**config.mk**
```make
export PLATFORM = sky130hd
export DESIGN_NAME = set_region_counter
export DESIGN_NICKNAME = d
export VERILOG_FILES = /design/src/rtl/set_region_counter.sv
export SDC_FILE = /design/constraint.sdc
export NUM_CORES = 1
export LEC_CHECK = 0
export CORE_ASPECT_RATIO = 2
export CORE_UTILIZATION = 50
export CTS_CLUSTER_DIAMETER = 30
export DETAILED_ROUTE_END_ITERATION = 16
export PLACE_DENSITY = 0.75
export SLEW_MARGIN = 5
export SYNTH_ARGS = -nofsm -noshare
export SYNTH_HDL_FRONTEND = slang
export SYNTH_SLANG_ARGS = --single-unit
```
**constraint.sdc**
```tcl
create_clock -name clk -period 6 [get_ports clk]
set_input_delay 1.2 -clock clk [delete_from_list [all_inputs] [get_ports clk]]
set_output_delay 1.2 -clock clk [all_outputs]
set_load 0.01 [all_outputs]
```
**src/rtl/set_region_counter.sv**
```systemverilog
// Two-circle lattice-point counter: scans the grid one point per cycle through a
// 2-stage classify/accumulate pipeline and reports the count of the selected region.
module set_region_counter #(
  parameter int COORD_W = 4,
  parameter int GRID_LO = 1,
  parameter int GRID_HI = 8,
  parameter int CNT_W   = 7
) (
  input  logic                   clk,
  input  logic                   rst,
  input  logic                   en,
  input  logic [4*COORD_W-1:0]   central,
  input  logic [2*COORD_W-1:0]   radius,
  input  logic [1:0]             mode,
  output logic                   busy,
  output logic                   valid,
  output logic [CNT_W-1:0]       candidate
);

  localparam int SQ_W  = 2*COORD_W;
  localparam int SUM_W = SQ_W + 1;
  localparam logic [COORD_W-1:0] LO = COORD_W'(GRID_LO);
  localparam logic [COORD_W-1:0] HI = COORD_W'(GRID_HI);

  typedef enum logic [1:0] {IDLE, SCAN, DRAIN, DONE} state_t;

  function automatic logic [COORD_W-1:0] abs_diff(input logic [COORD_W-1:0] a,
                                                  input logic [COORD_W-1:0] b);
    logic signed [COORD_W:0] d;
    logic signed [COORD_W:0] n;
    d = $signed({1'b0, a}) - $signed({1'b0, b});
    n = -d;
    abs_diff = d[COORD_W] ? n[COORD_W-1:0] : d[COORD_W-1:0];
  endfunction

  // Boundary points count as inside; the sum carries one extra bit so it never wraps.
  function automatic logic in_circle(input logic [COORD_W-1:0] dx,
                                     input logic [COORD_W-1:0] dy,
                                     input logic [COORD_W-1:0] r);
    logic [SQ_W-1:0]  dxe, dye, re;
    logic [SQ_W-1:0]  sqx, sqy, sqr;
    logic [SUM_W-1:0] sum;
    dxe = {{COORD_W{1'b0}}, dx};
    dye = {{COORD_W{1'b0}}, dy};
    re  = {{COORD_W{1'b0}}, r};
    sqx = dxe * dxe;
    sqy = dye * dye;
    sqr = re * re;
    sum = {1'b0, sqx} + {1'b0, sqy};
    in_circle = (sum <= {1'b0, sqr});
  endfunction

  function automatic logic region_hit(input logic [1:0] m, input logic a, input logic b);
    case (m)
      2'b00:   region_hit = a;
      2'b01:   region_hit = a & b;
      2'b10:   region_hit = a ^ b;
      default: region_hit = a | b;
    endcase
  endfunction

  function automatic logic [CNT_W-1:0] sat_inc(input logic [CNT_W-1:0] v);
    sat_inc = (v == {CNT_W{1'b1}}) ? v : v + 1'b1;
  endfunction

  state_t               state_q, state_d;
  logic [COORD_W-1:0]   x_q, y_q;
  logic                 vld_p1;
  logic [CNT_W-1:0]     acc_q;
  logic [CNT_W-1:0]     candidate_q;

  logic [4*COORD_W-1:0] cen_q;
  logic [2*COORD_W-1:0] rad_q;
  logic [1:0]           mode_q;

  logic [COORD_W-1:0]   dxa_p1, dya_p1, dxb_p1, dyb_p1;
  logic                 rej_a_p1, rej_b_p1;

  logic                 start, cap, last_pt;
  logic [COORD_W-1:0]   ax, ay, bx, by, ra, rb;
  logic [COORD_W-1:0]   dxa, dya, dxb, dyb;
  logic                 in_a, in_b, hit;

  assign ax = cen_q[4*COORD_W-1:3*COORD_W];
  assign ay = cen_q[3*COORD_W-1:2*COORD_W];
  assign bx = cen_q[2*COORD_W-1:COORD_W];
  assign by = cen_q[COORD_W-1:0];
  assign ra = rad_q[2*COORD_W-1:COORD_W];
  assign rb = rad_q[COORD_W-1:0];

  assign last_pt = (x_q == HI) && (y_q == HI);

  always_comb begin
    state_d = state_q;
    start   = 1'b0;
    cap     = 1'b0;
    case (state_q)
      IDLE:  if (en) start = 1'b1;
      SCAN:  if (last_pt) state_d = DRAIN;
      DRAIN: if (!vld_p1) begin
               state_d = DONE;
               cap     = 1'b1;
             end
      DONE:  if (en) start = 1'b1;
             else    state_d = IDLE;
      default: state_d = IDLE;
    endcase
    if (start) state_d = SCAN;
  end

  assign busy      = (state_q == SCAN) || (state_q == DRAIN);
  assign valid     = (state_q == DONE);
  assign candidate = candidate_q;

  // Stage 1 (combinational into _p1): per-circle distances and early reject.
  assign dxa = abs_diff(x_q, ax);
  assign dya = abs_diff(y_q, ay);
  assign dxb = abs_diff(x_q, bx);
  assign dyb = abs_diff(y_q, by);

  always_ff @(posedge clk or posedge rst) begin
    if (rst) begin
      state_q     <= IDLE;
      x_q         <= LO;
      y_q         <= LO;
      vld_p1      <= 1'b0;
      acc_q       <= '0;
      candidate_q <= '0;
    end else begin
      state_q <= state_d;
      vld_p1  <= (state_q == SCAN);
      if (start) begin
        x_q <= LO;
        y_q <= LO;
      end else if (state_q == SCAN) begin
        if (x_q == HI) begin
          x_q <= LO;
          y_q <= y_q + 1'b1;
        end else begin
          x_q <= x_q + 1'b1;
        end
      end
      if (start)              acc_q <= '0;
      else if (vld_p1 && hit) acc_q <= sat_inc(acc_q);
      if (cap) candidate_q <= acc_q;
    end
  end

  // Job parameters are only captured at job start, so mid-job input changes are invisible.
  always_ff @(posedge clk) begin
    if (start) begin
      cen_q  <= central;
      rad_q  <= radius;
      mode_q <= mode;
    end
    if (state_q == SCAN) begin
      dxa_p1   <= dxa;
      dya_p1   <= dya;
      dxb_p1   <= dxb;
      dyb_p1   <= dyb;
      rej_a_p1 <= (dxa > ra) || (dya > ra);
      rej_b_p1 <= (dxb > rb) || (dyb > rb);
    end
  end

  // Stage 2: squared-distance compare, region select, accumulate.
  assign in_a = !rej_a_p1 && in_circle(dxa_p1, dya_p1, ra);
  assign in_b = !rej_b_p1 && in_circle(dxb_p1, dyb_p1, rb);
  assign hit  = region_hit(mode_q, in_a, in_b);

endmodule

```
Word level (Yosys, flattened, before mapping) --
Index checks and enable logic that the tools add are counted.
Word-level totals: register bits after elaboration 69, output and inout bits 9
Cells by class: multiply operators 6, bitwise logic cells 3, reductions and logical operators 19, magnitude comparators 6, mux-type cells 23, equality and inequality tests 12, $add $sub $neg 13
Operators with widths (count):
- multiplier 4 x 4 -> 8 bit | 6
- 2-to-1 mux 4 bit | 10
- 2-to-1 mux 7 bit | 3
- subtractor 4 x 4 -> 5 bit | 4
- adder 8 x 8 -> 9 bit | 2
- less-or-equal comparator 9 x 8 -> 1 bit | 2
- greater-than comparator 4 bit | 4
- negation 4 bit | 4
- adder 4 x 1 -> 4 bit, second input constant | 2
- equality test 4 bit, second input constant | 2
- 2-to-1 mux 2 bit | 4
- adder 7 x 1 -> 7 bit, second input constant | 1
- equality test 7 bit, second input constant | 1
- equality test 2 bit, second input constant | 3
- inequality test 3 bit, second input constant | 2
- case mux 2 bit (3 select lines) | 1
- nonzero test 2 bit | 3
- equality test 2 x 1 -> 1 bit, second input constant | 2
- logical AND 1 bit | 4
- zero test 2 bit | 2
- 2-to-1 mux 1 bit | 4
- AND reduction 2 bit | 2
- AND reduction 4 bit | 1
- nonzero test 4 bit | 1
- 9 further kinds | 12

Depth between registers and ports, before layout --
depth after elaboration 9, mapped depth 25

Worst setup path before layout --
No wires, ideal clock.
path type register -> register, start register dya_p1[0], end register acc_q[5], arrival time 5945 ps, required time 5881 ps, slack -63 ps, cell stages (with the launch flop) 25, setup time 119 ps, buffers on the path 0, path through edfxtp_1 -> nand2_1 -> fa_1 -> fa_1 -> fa_1 -> inv_1 -> fa_1 -> ha_1 -> fa_1 -> a21o_1 -> a21oi_1 -> xnor2_1 -> ha_1 -> and3_1 -> a2111oi_2 -> a211oi_1 -> nor3_1 -> inv_1 -> ha_1 -> nand2_1 -> o211ai_1 -> a21o_1 -> o41a_1 -> o31a_1 -> o21a_1
Between the ends: longest elaborated chain between the ends 9, elaborated cells on any way between the ends 11
RTL lines:
- start, declared | line 76 | logic [COORD_W-1:0] dxa_p1, dya_p1, dxb_p1, dyb_p1;
- start signal, assigned | line 158 | dya_p1 <= dya;
- multiplier 4 x 4 -> 8 bit * | line 47 | sqy = dye * dye;
- adder 8 x 8 -> 9 bit * | line 49 | sum = {1'b0, sqx} + {1'b0, sqy};
- less-or-equal comparator 9 x 8 -> 1 bit * | line 50 | in_circle = (sum <= {1'b0, sqr});
- logical AND 1 bit * | line 167 | assign in_a = !rej_a_p1 && in_circle(dxa_p1, dya_p1, ra);
- bitwise OR 1 bit, or another cell as far along | line 58 | default: region_hit = a | b;
- case mux 1 bit (3 select lines) * | line 54 | case (m)
- logical AND 1 bit * | line 144 | else if (vld_p1 && hit) acc_q <= sat_inc(acc_q);
- nonzero test 2 bit (no line) *
- AND reduction 2 bit (no line) *
- end signal, assigned | line 144
- end, declared | line 69 | logic [CNT_W-1:0] acc_q;
Mark *: on every way between the ends. The rest lies on a longest branch, timed or not. A chain may end at the register's enable or synchronous reset.

Worst setup path in the final report --
start register dxa_p1[2], end register acc_q[5]
Between the ends: longest elaborated chain between the ends 9, elaborated cells on any way between the ends 11
RTL lines:
- start, declared | line 76
- start signal, assigned | line 157 | dxa_p1 <= dxa;
- multiplier 4 x 4 -> 8 bit * | line 46 | sqx = dxe * dxe;
- adder 8 x 8 -> 9 bit * | line 49
- less-or-equal comparator 9 x 8 -> 1 bit * | line 50
- logical AND 1 bit * | line 167
- bitwise OR 1 bit, or another cell as far along | line 58
- case mux 1 bit (3 select lines) * | line 54
- logical AND 1 bit * | line 144
- nonzero test 2 bit (no line) *
- AND reduction 2 bit (no line) *
Marks and branches as above.

==> impl_metrics.tcl <==
set metrics [dict create \
    drv_cap 0 \
    grt_pass1_vias 4471 \
    synth_top_cell_by_area "edfxtp_1" \
    crit_path_end_kind "register" \
    first_pass_iters 4 \
    fin_crit_sh_pct 99.3 \
    clock_path_buffers 2 \
    synthCells 554 \
    routabilityCongestion 0.850 \
    async_flop_share_pct 36.2 \
    clk_pin_slew_ps 60 \
    cts_made_buffers 9 \
    areaGrowthSynthToFinish_pct 19.8 \
    synth_warnings 0 \
    root_buffer "clkbuf_16" \
    crit_required_ps 6220 \
    clock_sinks 69 \
    crit_start "dxa_p1[2]" \
    io_buffers 37 \
    clk_latency_ps 340 \
    crit_fanout 5 \
    synth_edf_count 44 \
    drive_above_1_share_pct 11.9 \
    slew_violations 0 \
    wire_per_inst_um 15.6 \
    placed_cells 748 \
    vias 4232 \
    worst_slew_pin_slew_ps 1110 \
    yosysMostFrequentCell "ha_1" \
    synthTopCellsByArea "edfxtp_1 23%, ha_1 21%, dfrtp_1 9.9%" \
    antennaDiodeCount 0 \
    startpoint_type "register" \
    grt.overflow.total 0 \
    fin_skew_ps 4.20 \
    final_nets 779 \
    ys.flop_type "edfxtp_1" \
    drc 0 \
    hold_buffers 0 \
    r2r_start "dxa_p1[2]" \
    yosysTopAreaCellShare_pct 22.7 \
    wirelength_um 12000 \
    coreArea_sq_mm 0.0113 \
    htree_num_levels 3 \
    antenna_found_initial 0 \
    crit_arrival_ps 6180 \
    hold_path.class "reg -> reg" \
    rows 55 \
    rsz0062_at_grt "yes" \
    dpl.hpwl_um 9770 \
    post-route-min-period_ps 5960 \
    ys_seq_elements 69 \
    ys_seq_area_share_pct 33.5 \
    synthTopCellsByCount "97 x ha_1, 83 x inv_1, 44 x edfxtp_1" \
    hp-start "candidate[4]" \
    die_x_um 78.3 \
    dieArea_sq_mm 0.0121 \
    path_class "reg -> reg" \
    seq_area_sq_mm 0.00195 \
    syn_area_sq_mm 0.00582 \
    grt_max_degree 26 \
    fmax_ghz 0.168 \
    syn_nets 708 \
    synth.avg_cell_area_sq_um 10.5 \
    outcome "finished clean" \
    ant_nets 0 \
    place_ws_ps -166 \
    finalCoreUtilization_pct 61.7 \
    fin_ws_ps 39.8 \
    slew-limit-headroom_pct 26.3 \
    finalHoldViolations 0 \
    groute.usage.overall_pct 21.3 \
    grt_pass1_wl_um 19900 \
    cts_tree "done" \
    ys_types 47 \
    start_util_pct 51.5 \
    die_h_um 155 \
    io_pins 38 \
    viasPerCell 5.48 \
    first_iter_violations 167 \
    finalNonFillerCells 772 \
    setup_viol_count_final 0 \
    multi_input_area_sq_mm 0.00363 \
    final.fill_count 921 \
]
==> critical path, cell delays in order, from the launching register on <==
cell and delay (ps):
edfxtp_1 400, nand2_2 110, fa_1 440, fa_1 520, fa_1 530, inv_2 40, fa_1 470, ha_4 190
fa_2 390, a21o_1 170, a21oi_2 130, xnor2_1 150, ha_1 290, and3_4 180, and3_1 180, a211oi_2 260
nor3_2 90, buf_4 170, ha_4 250, o211ai_1 70, a21o_1 200, o41a_1 160, o31a_1 270, o21a_1 180
==> kinds of logic after synthesis <==
logic type / synth area share (%)
fa+ha+maj: 30.5
simple gates: 10.5
compound gates: 11.0
buf+inv: 5.62
flops: 33.5
xor+xnor: 6.02
mux: 2.82
==> timing repair <==
item | CTS | global route
gates resized for setup | 3 | 13
setup endpoints to repair | 5 | 7
pin swaps | 3 | 24
buffers inserted | 1 | 7
==> per-layer routing <==
layer / vias to the layer above / GRT usage [%] / share of wire (%)
li1: 2062 / - / -
met1: 2047 / 19.9 / 34
met2: 85 / 41.7 / 58
met3: 38 / 2.54 / 2.2
met4: 0 / 13.3 / 5.4
met5: - / 0 / 0
==> area by class of cell <==
cell class | instances | share of cell area (%)
clock buffer | 11 | 3.79
clock inverter | 5 | 0.790
sequential | 69 | 28.0
timing repair buffer | 64 | 8.28
inverter | 83 | 4.47
tap | 142 | 2.55
multi-input combinational | 398 | 52.1
==> flip-flops by register name, summed over array words and instances (netlist names) <==
name / count
cen_q: 16
rad_q: 8
acc_q: 7
candidate: 7
dxa_p1: 4
dxb_p1: 4
dya_p1: 4
dyb_p1: 4
x_q: 4
y_q: 4
mode_q: 2
state_q: 2
rej_a_p1: 1
rej_b_p1: 1
vld_p1: 1
==> metrics by stage <==
stage               instance area, sq um  hold WS (ps)  setup TNS, ps
floorplan                           5830           478              0
global placement                    6500           495              0
detailed placement                  6500           496           -332
CTS                                 6850           509              0
global route                        6970           523          -1270
finish                              6970           509              0
==> worst paths after layout <==
path	to	slack, ps	depth (start not counted)
worst min-delay path	candidate[4]	510	1
worst max register to register	acc_q[5]	40	23
worst max-delay path	acc_q[5]	40	23
max in group asynchronous	acc_q[6]	4020	2
worst min register to register	candidate[4]	510	1
min in group asynchronous	state_q[1]	1390	2
==> cells in the final DEF (no fill, tap or decap), types with 4 or more instances in the layout <==
| cell | synthesis | routed |
|---|---|---|
| a211oi_1 | 6 | 4 |
| a21o_1 | 25 | 25 |
| a21oi_1 | 26 | 23 |
| a31oi_1 | 4 | 4 |
| a41o_1 | 4 | 4 |
| and2_1 | 9 | 9 |
| and3_1 | 6 | 5 |
| buf_4 | 0 | 26 |
| clkbuf_16 | 0 | 10 |
| clkdlybuf4s50_1 | 0 | 37 |
| dfrtp_1 | 23 | 23 |
| edfxtp_1 | 44 | 44 |
| fa_1 | 28 | 27 |
| ha_1 | 97 | 94 |
| inv_1 | 83 | 82 |
| mux2_2 | 11 | 11 |
| mux2i_1 | 4 | 4 |
| nand2_1 | 38 | 35 |
| nand2b_1 | 11 | 11 |
| nand3_1 | 7 | 7 |
| nand4_1 | 5 | 5 |
| nor2_1 | 27 | 27 |
| nor2b_1 | 10 | 10 |
| o21ai_0 | 11 | 11 |
| or3_1 | 4 | 4 |
| xnor2_1 | 26 | 26 |
| xor2_1 | 14 | 14 |
Power is left out: the tool's default activity adds up to more than one toggle a clock period on the data nets, which glitch-free logic cannot reach.
